===== config.mk =====
export PLATFORM = sky130hd
export DESIGN_NAME = sound_gain_mixer
export DESIGN_NICKNAME = d
export VERILOG_FILES = /design/src/rtl/sound_gain_mixer.sv
export SDC_FILE = /design/constraint.sdc
export NUM_CORES = 1
export LEC_CHECK = 0
export ABC_AREA = 1
export CAP_MARGIN = 20
export CELL_PAD_IN_SITES_DETAIL_PLACEMENT = 1
export CELL_PAD_IN_SITES_GLOBAL_PLACEMENT = 1
export CORE_UTILIZATION = 43
export CTS_CLUSTER_DIAMETER = 40
export DETAILED_ROUTE_END_ITERATION = 16
export PLACE_DENSITY_LB_ADDON = 0.1
export SLEW_MARGIN = 20
export SYNTH_ARGS = -nofsm -noshare
export SYNTH_HDL_FRONTEND = slang
export SYNTH_SLANG_ARGS = --single-unit

===== constraint.sdc =====
create_clock -name CLK -period 8.6 [get_ports CLK]
set_input_delay 1.72 -clock CLK [delete_from_list [all_inputs] [get_ports CLK]]
set_output_delay 1.72 -clock CLK [all_outputs]
set_load 0.02 [all_outputs]

===== src/rtl/sound_gain_mixer.sv =====
// Time-multiplexed N-channel sound mixer: one multiply-accumulate per channel per cycle,
// followed by a floor shift and a saturating clamp, with sticky clip/overrun status.
module sound_gain_mixer #(
   parameter int unsigned COUNT      = 4,
   parameter int unsigned IN_WIDTH   = 10,
   parameter int unsigned OUT_WIDTH  = 10,
   parameter int unsigned GAIN_WIDTH = 8,
   parameter int unsigned GAIN_SHIFT = 6
) (
   input  logic                                     CLK,
   input  logic                                     RESET,
   input  logic                                     SAMPLE_EN,
   input  logic [COUNT*IN_WIDTH-1:0]                IN,
   input  logic [COUNT-1:0]                         MUTE,
   input  logic                                     GAIN_WE,
   input  logic [((COUNT > 1) ? $clog2(COUNT) : 1)-1:0] GAIN_CH,
   input  logic [GAIN_WIDTH-1:0]                    GAIN_DATA,
   input  logic                                     STATUS_CLR,
   output logic                                     BUSY,
   output logic signed [OUT_WIDTH-1:0]              OUT,
   output logic                                     OUT_VALID,
   output logic                                     CLIP,
   output logic                                     OVERRUN
);

   localparam int unsigned CH_W   = (COUNT > 1) ? $clog2(COUNT) : 1;
   localparam int unsigned PROD_W = IN_WIDTH + GAIN_WIDTH + 1;
   localparam int unsigned ACC_W  = PROD_W + $clog2(COUNT + 1);
   localparam int unsigned SAT_W  = ((ACC_W > OUT_WIDTH) ? ACC_W : OUT_WIDTH) + 1;

   localparam logic [GAIN_WIDTH-1:0] GAIN_UNITY = GAIN_WIDTH'(32'd1 << GAIN_SHIFT);
   localparam logic signed [SAT_W-1:0] SAT_MAX =
      {{(SAT_W - OUT_WIDTH + 1){1'b0}}, {(OUT_WIDTH - 1){1'b1}}};
   localparam logic signed [SAT_W-1:0] SAT_MIN =
      {{(SAT_W - OUT_WIDTH + 1){1'b1}}, {(OUT_WIDTH - 1){1'b0}}};

   typedef enum logic [1:0] {
      ST_IDLE = 2'd0,
      ST_ACC  = 2'd1,
      ST_SAT  = 2'd2
   } state_t;

   state_t                      state_q, state_d;
   logic [CH_W-1:0]             ch_q, ch_d;
   logic signed [ACC_W-1:0]     acc_q, acc_d;
   logic signed [IN_WIDTH-1:0]  in_s_q [COUNT];
   logic signed [IN_WIDTH-1:0]  in_s_d [COUNT];
   logic [COUNT-1:0]            mute_s_q, mute_s_d;
   logic [GAIN_WIDTH-1:0]       gain_q [COUNT];
   logic [GAIN_WIDTH-1:0]       gain_d [COUNT];
   logic signed [OUT_WIDTH-1:0] out_q, out_d;
   logic                        out_valid_q, out_valid_d;
   logic                        busy_q, busy_d;
   logic                        clip_q, clip_d;
   logic                        overrun_q, overrun_d;

   logic signed [PROD_W-1:0]    prod_c;
   logic signed [ACC_W-1:0]     shifted_c;
   logic signed [SAT_W-1:0]     wide_c;
   logic signed [OUT_WIDTH-1:0] clamp_c;
   logic                        sat_hit_c;

   // Current channel's weighted contribution; gain is unsigned so it gets a zero sign bit.
   always_comb begin
      prod_c = PROD_W'(in_s_q[ch_q]) * PROD_W'($signed({1'b0, gain_q[ch_q]}));
      if (mute_s_q[ch_q]) begin
         prod_c = '0;
      end
   end

   // Floor shift of the accumulator and saturation to the output range.
   always_comb begin
      shifted_c = acc_q >>> GAIN_SHIFT;
      wide_c    = SAT_W'(shifted_c);
      sat_hit_c = 1'b0;
      clamp_c   = wide_c[OUT_WIDTH-1:0];
      if (wide_c > SAT_MAX) begin
         clamp_c   = SAT_MAX[OUT_WIDTH-1:0];
         sat_hit_c = 1'b1;
      end else if (wide_c < SAT_MIN) begin
         clamp_c   = SAT_MIN[OUT_WIDTH-1:0];
         sat_hit_c = 1'b1;
      end
   end

   always_comb begin
      state_d     = state_q;
      ch_d        = ch_q;
      acc_d       = acc_q;
      in_s_d      = in_s_q;
      mute_s_d    = mute_s_q;
      gain_d      = gain_q;
      out_d       = out_q;
      out_valid_d = 1'b0;
      busy_d      = busy_q;
      clip_d      = clip_q & ~STATUS_CLR;
      overrun_d   = overrun_q & ~STATUS_CLR;

      // Writes land on the edge, so an ACC read of the same channel still sees the old gain.
      for (int i = 0; i < COUNT; i++) begin
         if (GAIN_WE && (GAIN_CH == CH_W'(i))) begin
            gain_d[i] = GAIN_DATA;
         end
      end

      case (state_q)
         ST_IDLE: begin
            if (SAMPLE_EN) begin
               for (int i = 0; i < COUNT; i++) begin
                  in_s_d[i] = IN[i*IN_WIDTH +: IN_WIDTH];
               end
               mute_s_d = MUTE;
               acc_d    = '0;
               ch_d     = '0;
               busy_d   = 1'b1;
               state_d  = ST_ACC;
            end
         end
         ST_ACC: begin
            acc_d = acc_q + ACC_W'(prod_c);
            if (ch_q == CH_W'(COUNT - 1)) begin
               state_d = ST_SAT;
            end else begin
               ch_d = ch_q + CH_W'(1);
            end
            if (SAMPLE_EN) begin
               overrun_d = 1'b1;
            end
         end
         ST_SAT: begin
            out_d       = clamp_c;
            out_valid_d = 1'b1;
            busy_d      = 1'b0;
            state_d     = ST_IDLE;
            if (sat_hit_c) begin
               clip_d = 1'b1;
            end
            if (SAMPLE_EN) begin
               overrun_d = 1'b1;
            end
         end
         default: begin
            busy_d  = 1'b0;
            state_d = ST_IDLE;
         end
      endcase
   end

   always_ff @(posedge CLK) begin
      if (RESET) begin
         state_q     <= ST_IDLE;
         ch_q        <= '0;
         acc_q       <= '0;
         mute_s_q    <= '0;
         out_q       <= '0;
         out_valid_q <= 1'b0;
         busy_q      <= 1'b0;
         clip_q      <= 1'b0;
         overrun_q   <= 1'b0;
         for (int i = 0; i < COUNT; i++) begin
            in_s_q[i] <= '0;
            gain_q[i] <= GAIN_UNITY;
         end
      end else begin
         state_q     <= state_d;
         ch_q        <= ch_d;
         acc_q       <= acc_d;
         in_s_q      <= in_s_d;
         mute_s_q    <= mute_s_d;
         gain_q      <= gain_d;
         out_q       <= out_d;
         out_valid_q <= out_valid_d;
         busy_q      <= busy_d;
         clip_q      <= clip_d;
         overrun_q   <= overrun_d;
      end
   end

   assign BUSY      = busy_q;
   assign OUT       = out_q;
   assign OUT_VALID = out_valid_q;
   assign CLIP      = clip_q;
   assign OVERRUN   = overrun_q;

endmodule

==> flow_summary_export.csv, run 1 <==
group,metric,value,unit
synthesis,avgSynthCellArea,7.098,sq um
clock_network,clock-sinks,116,
placement,io_buffer_count,72,
setup_path,critPathArrivalTime,7.79,ns
setup_path,endpoint_kind,"flip-flop",
route,route.detailed.wl_per_inst,16.45,microns
setup_path,cpPeakStageDelay,0.56,ns
setup_path,cp_slowest_cell,"a32oi_1",
global_route,grt_pass1_wl,44.45,mm
final_layout,final_core_util,51.79,%
final_layout,final_cell_area,10480,sq um
final_layout,layout.nets,1502,
placement,hpwlAfterDp,20.10,mm
synthesis,synth_area,8901,sq um
setup_path,crit_top_cell,"inv_1",
setup_path,required,8.95,ns
clock_network,clk_latency,0.43,ns
power_and_ir_drop,power.density,186.8,nW/um^2
synthesis,synth_cells,1254,
synthesis,syn_nets,1442,
route,vias,8357,
route,firstDrtPassIters,7,
setup_path,startpoint_type,"flip-flop",
placement,dpl_cell_area,9844,sq um
global_route,grt_remaining_overflow,0,
power_and_ir_drop,ir_worst_vdd,0.1235,mV
clock_network,cts_setup_buffers,0,
final_layout,drive_gt1_share,5.803,%
timing,finalSetupViolCount,0,
timing,fin_crit,7.442,ns
clock_network,path_clk_slew,0.06,ns
clock_network,cts_buffers,17,
clock_network,cts-resized-gates,0,
global_route,grtUsageTotal,26.21,%
floorplan,coreArea,20230,sq um
synthesis,ys_warn_count,0,
route,viasPerCell,5.233,
placement,place_inst,1564,
global_route,grt_pass1_vias,9007,
job,max_cap_viol_count,0,
route,drt_iter0_drc,368,
global_route,grt_max_degree,79,
floorplan,die_area,21280,sq um
clock_network,postCtsHoldBufs,0,
floorplan,std_cell_rows,52,
clock_network,h-tree-depth,4,
timing,slew_violations,0,
route,ant_nets,0,
synthesis,async_flop_share,0,%
timing,rsz0062_at_grt,"false",
synthesis,synth.ff_latch_count,116,
floorplan,die_width,145.9,microns
timing,finalHoldViolations,0,
timing,period_share,86.53,%
power_and_ir_drop,cellLeakagePower,0.004819,uW
timing,tightestPinTransition,0.8565,ns
status,status,"finished clean",
synthesis,synth_edf_count,0,
min_path,hold_path_class,"reg2reg",
floorplan,die_y,145.9,microns
floorplan,start_util,43.99,%
final_layout,final_cells,1597,
setup_path,path_max_fanout,38,
global_route,antenna_found_initial,0,
timing,finClkSkew,0.01395,ns
setup_path,criticalPathCategory,"reg2reg",
route,drc,0,
synthesis,ys_types,46,
clock_network,clockBufferDepth,2,
timing,setup-tns-final,0,ns
timing,max_freq,0.1344,GHz
placement,place_congestion,0.8035,
synthesis,seq_area_frac_synth,26.09,%
clock_network,root_buffer,"clkbuf_16",
clock_network,cts_tree,"done",
floorplan,io-pin-count,73,
synthesis,ys.flop_type,"dfxtp_1",
timing,max_slew_margin,42.84,%
final_layout,antenna_cells,0,
route,wirelength,26.27,mm
final_layout,area_delta_synth_final,17.73,%
-- Yosys cell counts (2+ instances only) --
cell type	number	share of area, %
a21o_1	4	0.34
a21oi_1	96	5.4
a21oi_2	3	0.30
a31oi_1	3	0.21
a32oi_1	15	1.5
buf_1	4	0.17
buf_2	2	0.11
clkbuf_1	29	1.2
clkinv_1	2	0.084
dfxtp_1	116	26
fa_1	67	15
ha_1	62	8.7
inv_1	173	7.3
inv_2	9	0.38
nand2_1	211	8.9
nand2_2	12	0.84
nand2_4	2	0.25
nand3_1	25	1.4
nand3_2	3	0.34
nand4_1	4	0.28
nor2_1	249	11
nor3_1	8	0.45
o2111ai_1	2	0.20
o211ai_1	3	0.25
o21ai_0	116	6.5
o21ai_1	2	0.11
o21bai_1	2	0.17
o22ai_1	3	0.21
or2_2	4	0.28
xor2_1	7	0.69
-- report_power, final --
| group | internal, uW | total (uW) | switching, uW | leakage (uW) |
|---|---|---|---|---|
| combinational | 210 | 595 | 385 | 0.00358 |
| sequential | 570 | 594 | 23.3 | 0.000951 |
| clock | 475 | 769 | 294 | 0.000289 |
| total | 1260 | 1960 | 702 | 0.00482 |
-- final cells by class --
type | instances | area (sq um)
multi-input cells | 917 | 5741
flip-flops and latches | 116 | 2322
inverters | 184 | 690.7
repair buffers | 78 | 763.2
clock buffers | 19 | 452.9
clock inverters | 13 | 171.4
fillers | 2621 | 9756
well taps | 270 | 337.8
-- kinds of logic (layout without fill, tap and decap cells) --
kind of cell | after synthesis | in the layout | synth area share, %
flip-flops | 116 | 116 | 26.09
XOR/XNOR | 8 | 8 | 0.7872
AND/OR/NAND/NOR | 527 | 527 | 24.18
adder cells (fa/ha/maj) | 129 | 129 | 23.78
buffers and inverters | 221 | 294 | 9.474
AO/OA/AOI/OAI | 253 | 253 | 15.69
-- placed cells by master (no fill, tap or decap), types with 9 or more instances in the layout --
| master | instances |
|---|---|
| a21oi_1 | 96 |
| nand2_2 | 12 |
| nor2_1 | 249 |
| a32oi_1 | 15 |
| clkdlybuf4s50_1 | 72 |
| inv_1 | 172 |
| clkbuf_16 | 17 |
| nand2_1 | 211 |
| o21ai_0 | 116 |
| fa_1 | 67 |
| inv_2 | 9 |
| nand3_1 | 25 |
| ha_1 | 62 |
| dfxtp_1 | 116 |
-- worst paths after layout --
check	startpoint	to	slack (ns)	cells past startpoint
setup / recovery	ch_q[0]$_SDFFE_PP0P_	acc_q[21]$_SDFFE_PP0P_	1.16	35
hold / removal	OUT[4]$_SDFFE_PP0P_	OUT[4]$_SDFFE_PP0P_	0.47	2
setup reg to reg	ch_q[0]$_SDFFE_PP0P_	acc_q[21]$_SDFFE_PP0P_	1.16	35
hold reg to reg	OUT[4]$_SDFFE_PP0P_	OUT[4]$_SDFFE_PP0P_	0.47	2
-- registers in the layout, summed over array words and instances, names as in the netlist, 2 cells and up --
signal,cells
OUT,10
ch_q,2
in_s_q,40
acc_q,22
gain_q,32
state_q,2
mute_s_q,4
-- metrics by stage --
step / power, uW / worst slack (ns) / hold slack (ns)
global route: 2081 / 0.3816 / 0.4924
detailed placement: 1202 / 1.223 / 0.4578
global placement: 1180 / 1.451 / 0.4462
floorplan: 1025 / 2.279 / 0.4236
finish: 1958 / 1.158 / 0.4680
CTS: 1978 / 1.176 / 0.4707
-- layer usage --
metal  GRT usage, %  vias to the layer above  part of all wire (%)
met5              0                        -                     0
met4          7.737                        0                   1.9
met3          4.013                       34                   3.6
met2          46.79                      155                    50
met1          32.42                     4058                    45
li1               -                     4110                     -
-- critical path, delay by kind of cell (launching register included) --
| kind | cells | cell delay [ns] |
|---|---|---|
| adder cells (fa/ha/maj) | 6 | 2.76 |
| AND/OR/NAND/NOR | 16 | 2.04 |
| buffers and inverters | 8 | 1.16 |
| AO/OA/AOI/OAI | 5 | 0.99 |
| flip-flops | 1 | 0.40 |
No activity file was read; power rests on OpenSTA's default activity.
==> run 2: changes to the inputs <==
CORE_MARGIN = 10   (was default)
==> run 2 against run 1 <==
Utilization down 0.32 points. Sequential power hardly changed. Maximum frequency is 0.51% higher.
==> flow_summary_export.csv, run 2 (synthesized netlist as in run 1, its figures left out) <==
group,metric,value,unit
timing,finalHoldViolations,0,
global_route,grt_max_degree,68,
timing,max_freq,0.1351,GHz
job,max_cap_viol_count,0,
clock_network,clock-sinks,116,
power_and_ir_drop,power.density,184.7,nW/um^2
timing,setup-tns-final,0,ns
placement,place_congestion,0.8623,
final_layout,area_delta_synth_final,17.37,%
timing,setup_ws,1.196,ns
setup_path,startpoint_type,"flip-flop",
floorplan,start_util,43.85,%
setup_path,cp_slowest_cell,"a32oi_1",
floorplan,coreArea,20300,sq um
final_layout,drive_gt1_share,5.732,%
clock_network,cts_tree,"done",
final_layout,final_core_util,51.47,%
route,route.detailed.wl_per_inst,16.77,microns
timing,tightestPinTransition,1.067,ns
setup_path,criticalPathCategory,"reg2reg",
status,status,"finished clean",
setup_path,critPathArrivalTime,7.69,ns
final_layout,largest_reg_flops,40,
clock_network,path_clk_slew,0.06,ns
setup_path,cpPeakStageDelay,0.59,ns
floorplan,die_width,163.9,microns
route,wirelength,26.78,mm
global_route,grt_remaining_overflow,0,
placement,hpwlAfterDp,20.55,mm
global_route,antenna_found_initial,0,
route,firstDrtPassIters,4,
clock_network,cts_buffers,17,
floorplan,io-pin-count,73,
setup_path,path_max_fanout,38,
timing,rsz0062_at_grt,"false",
power_and_ir_drop,power,1930,uW
clock_network,cts_setup_buffers,0,
final_layout,final_cell_mix,"249 x nor2_1, 211 x nand2_1, 172 x inv_1",
route,viasPerCell,5.104,
final_layout,n_fill_cell,2603,
final_layout,top_register,"in_s_q",
timing,finClkSkew,0.01364,ns
clock_network,clk_latency,0.43,ns
clock_network,cts-resized-gates,0,
timing,period_share,86.09,%
clock_network,postCtsHoldBufs,0,
global_route,grt_pass1_vias,8526,
placement,io_buffer_count,72,
timing,max_slew_margin,28.32,%
floorplan,die_y,163.9,microns
final_layout,layout.nets,1501,
global_route,grt_pass1_wl,43.41,mm
route,vias,8151,
min_path,hold_path_class,"reg2reg",
floorplan,die_area,26860,sq um
final_layout,final_common_cell,"nor2_1",
power_and_ir_drop,cellLeakagePower,0.004812,uW
global_route,grtUsageTotal,20.09,%
clock_network,clockBufferDepth,2,
placement,pre_cts_slack,1.228,ns
final_layout,top_regs,"in_s_q (40), gain_q (32), acc_q (22)",
floorplan,std_cell_rows,52,
clock_network,root_buffer,"clkbuf_16",
power_and_ir_drop,ir_worst_vdd,0.1205,mV
timing,finalSetupViolCount,0,
setup_path,required,8.88,ns
route,ant_nets,0,
setup_path,endpoint_kind,"flip-flop",
timing,slew_violations,0,
route,drt_iter0_drc,422,
setup_path,crit_top_cell,"inv_1",
clock_network,h-tree-depth,4,
route,drc,0,
timing,fin_crit,7.404,ns
## run 2: per-layer routing
layer	wire length, microns	up-vias	share of wire, %	GRT usage [%]
met5	0	-	0	0
met3	842	22	3.1	3.630
met2	13070	91	49	34.47
met1	12530	3928	47	25.52
li1	-	4110	-	-
met4	334	0	1.2	4.996
## run 2: worst paths after layout
kind	from	to	slack (ns)	cells past startpoint
worst max-delay path	ch_q[0]$_SDFFE_PP0P_	acc_q[19]$_SDFFE_PP0P_	1.20	35
worst min-delay path	OUT[2]$_SDFFE_PP0P_	OUT[2]$_SDFFE_PP0P_	0.47	2
worst min register to register	OUT[2]$_SDFFE_PP0P_	OUT[2]$_SDFFE_PP0P_	0.47	2
worst max register to register	ch_q[0]$_SDFFE_PP0P_	acc_q[19]$_SDFFE_PP0P_	1.20	35
## run 2: metrics by stage
step / instance area, sq um / std cells / hold WS (ns)
detailed placement: 9844 / 1564 / 0.4611
CTS: 10440 / 1596 / 0.4699
finish: 10450 / 1597 / 0.4728
floorplan: 8901 / 1254 / 0.4236
global route: 10450 / 1596 / 0.4989
global placement: 9844 / 1564 / 0.4449
## run 2: area by class of cell
class	instances	area (sq um)	area share (%)
diodes	1	2.502	0.02395
repair buffers	77	758.2	7.257
clock buffers	17	425.4	4.072
well taps	270	337.8	3.234
clock inverters	15	170.2	1.629
flip-flops and latches	116	2322	22.23
inverters	184	690.7	6.611
multi-input cells	917	5741	54.95
## run 2: critical path, delay by kind of cell, from the launching register on
kind                     cells  cell delay (ns)
AND/OR/NAND/NOR             14             1.72
flip-flops                   1             0.32
XOR/XNOR                     1             0.16
AO/OA/AOI/OAI                6             1.21
adder cells (fa/ha/maj)      6             2.79
buffers and inverters        8             1.08
## run 2: power breakdown
group	switching, uW	internal (uW)	total (uW)
registers	21.8	570	592
logic	395	211	606
clock network	298	434	732
==> run 3: changes to the inputs <==
CTS_CLUSTER_DIAMETER = default   (was 40)
==> results of run 3 <==
The final DEF is identical to that of run 2; final timing and power are the same.
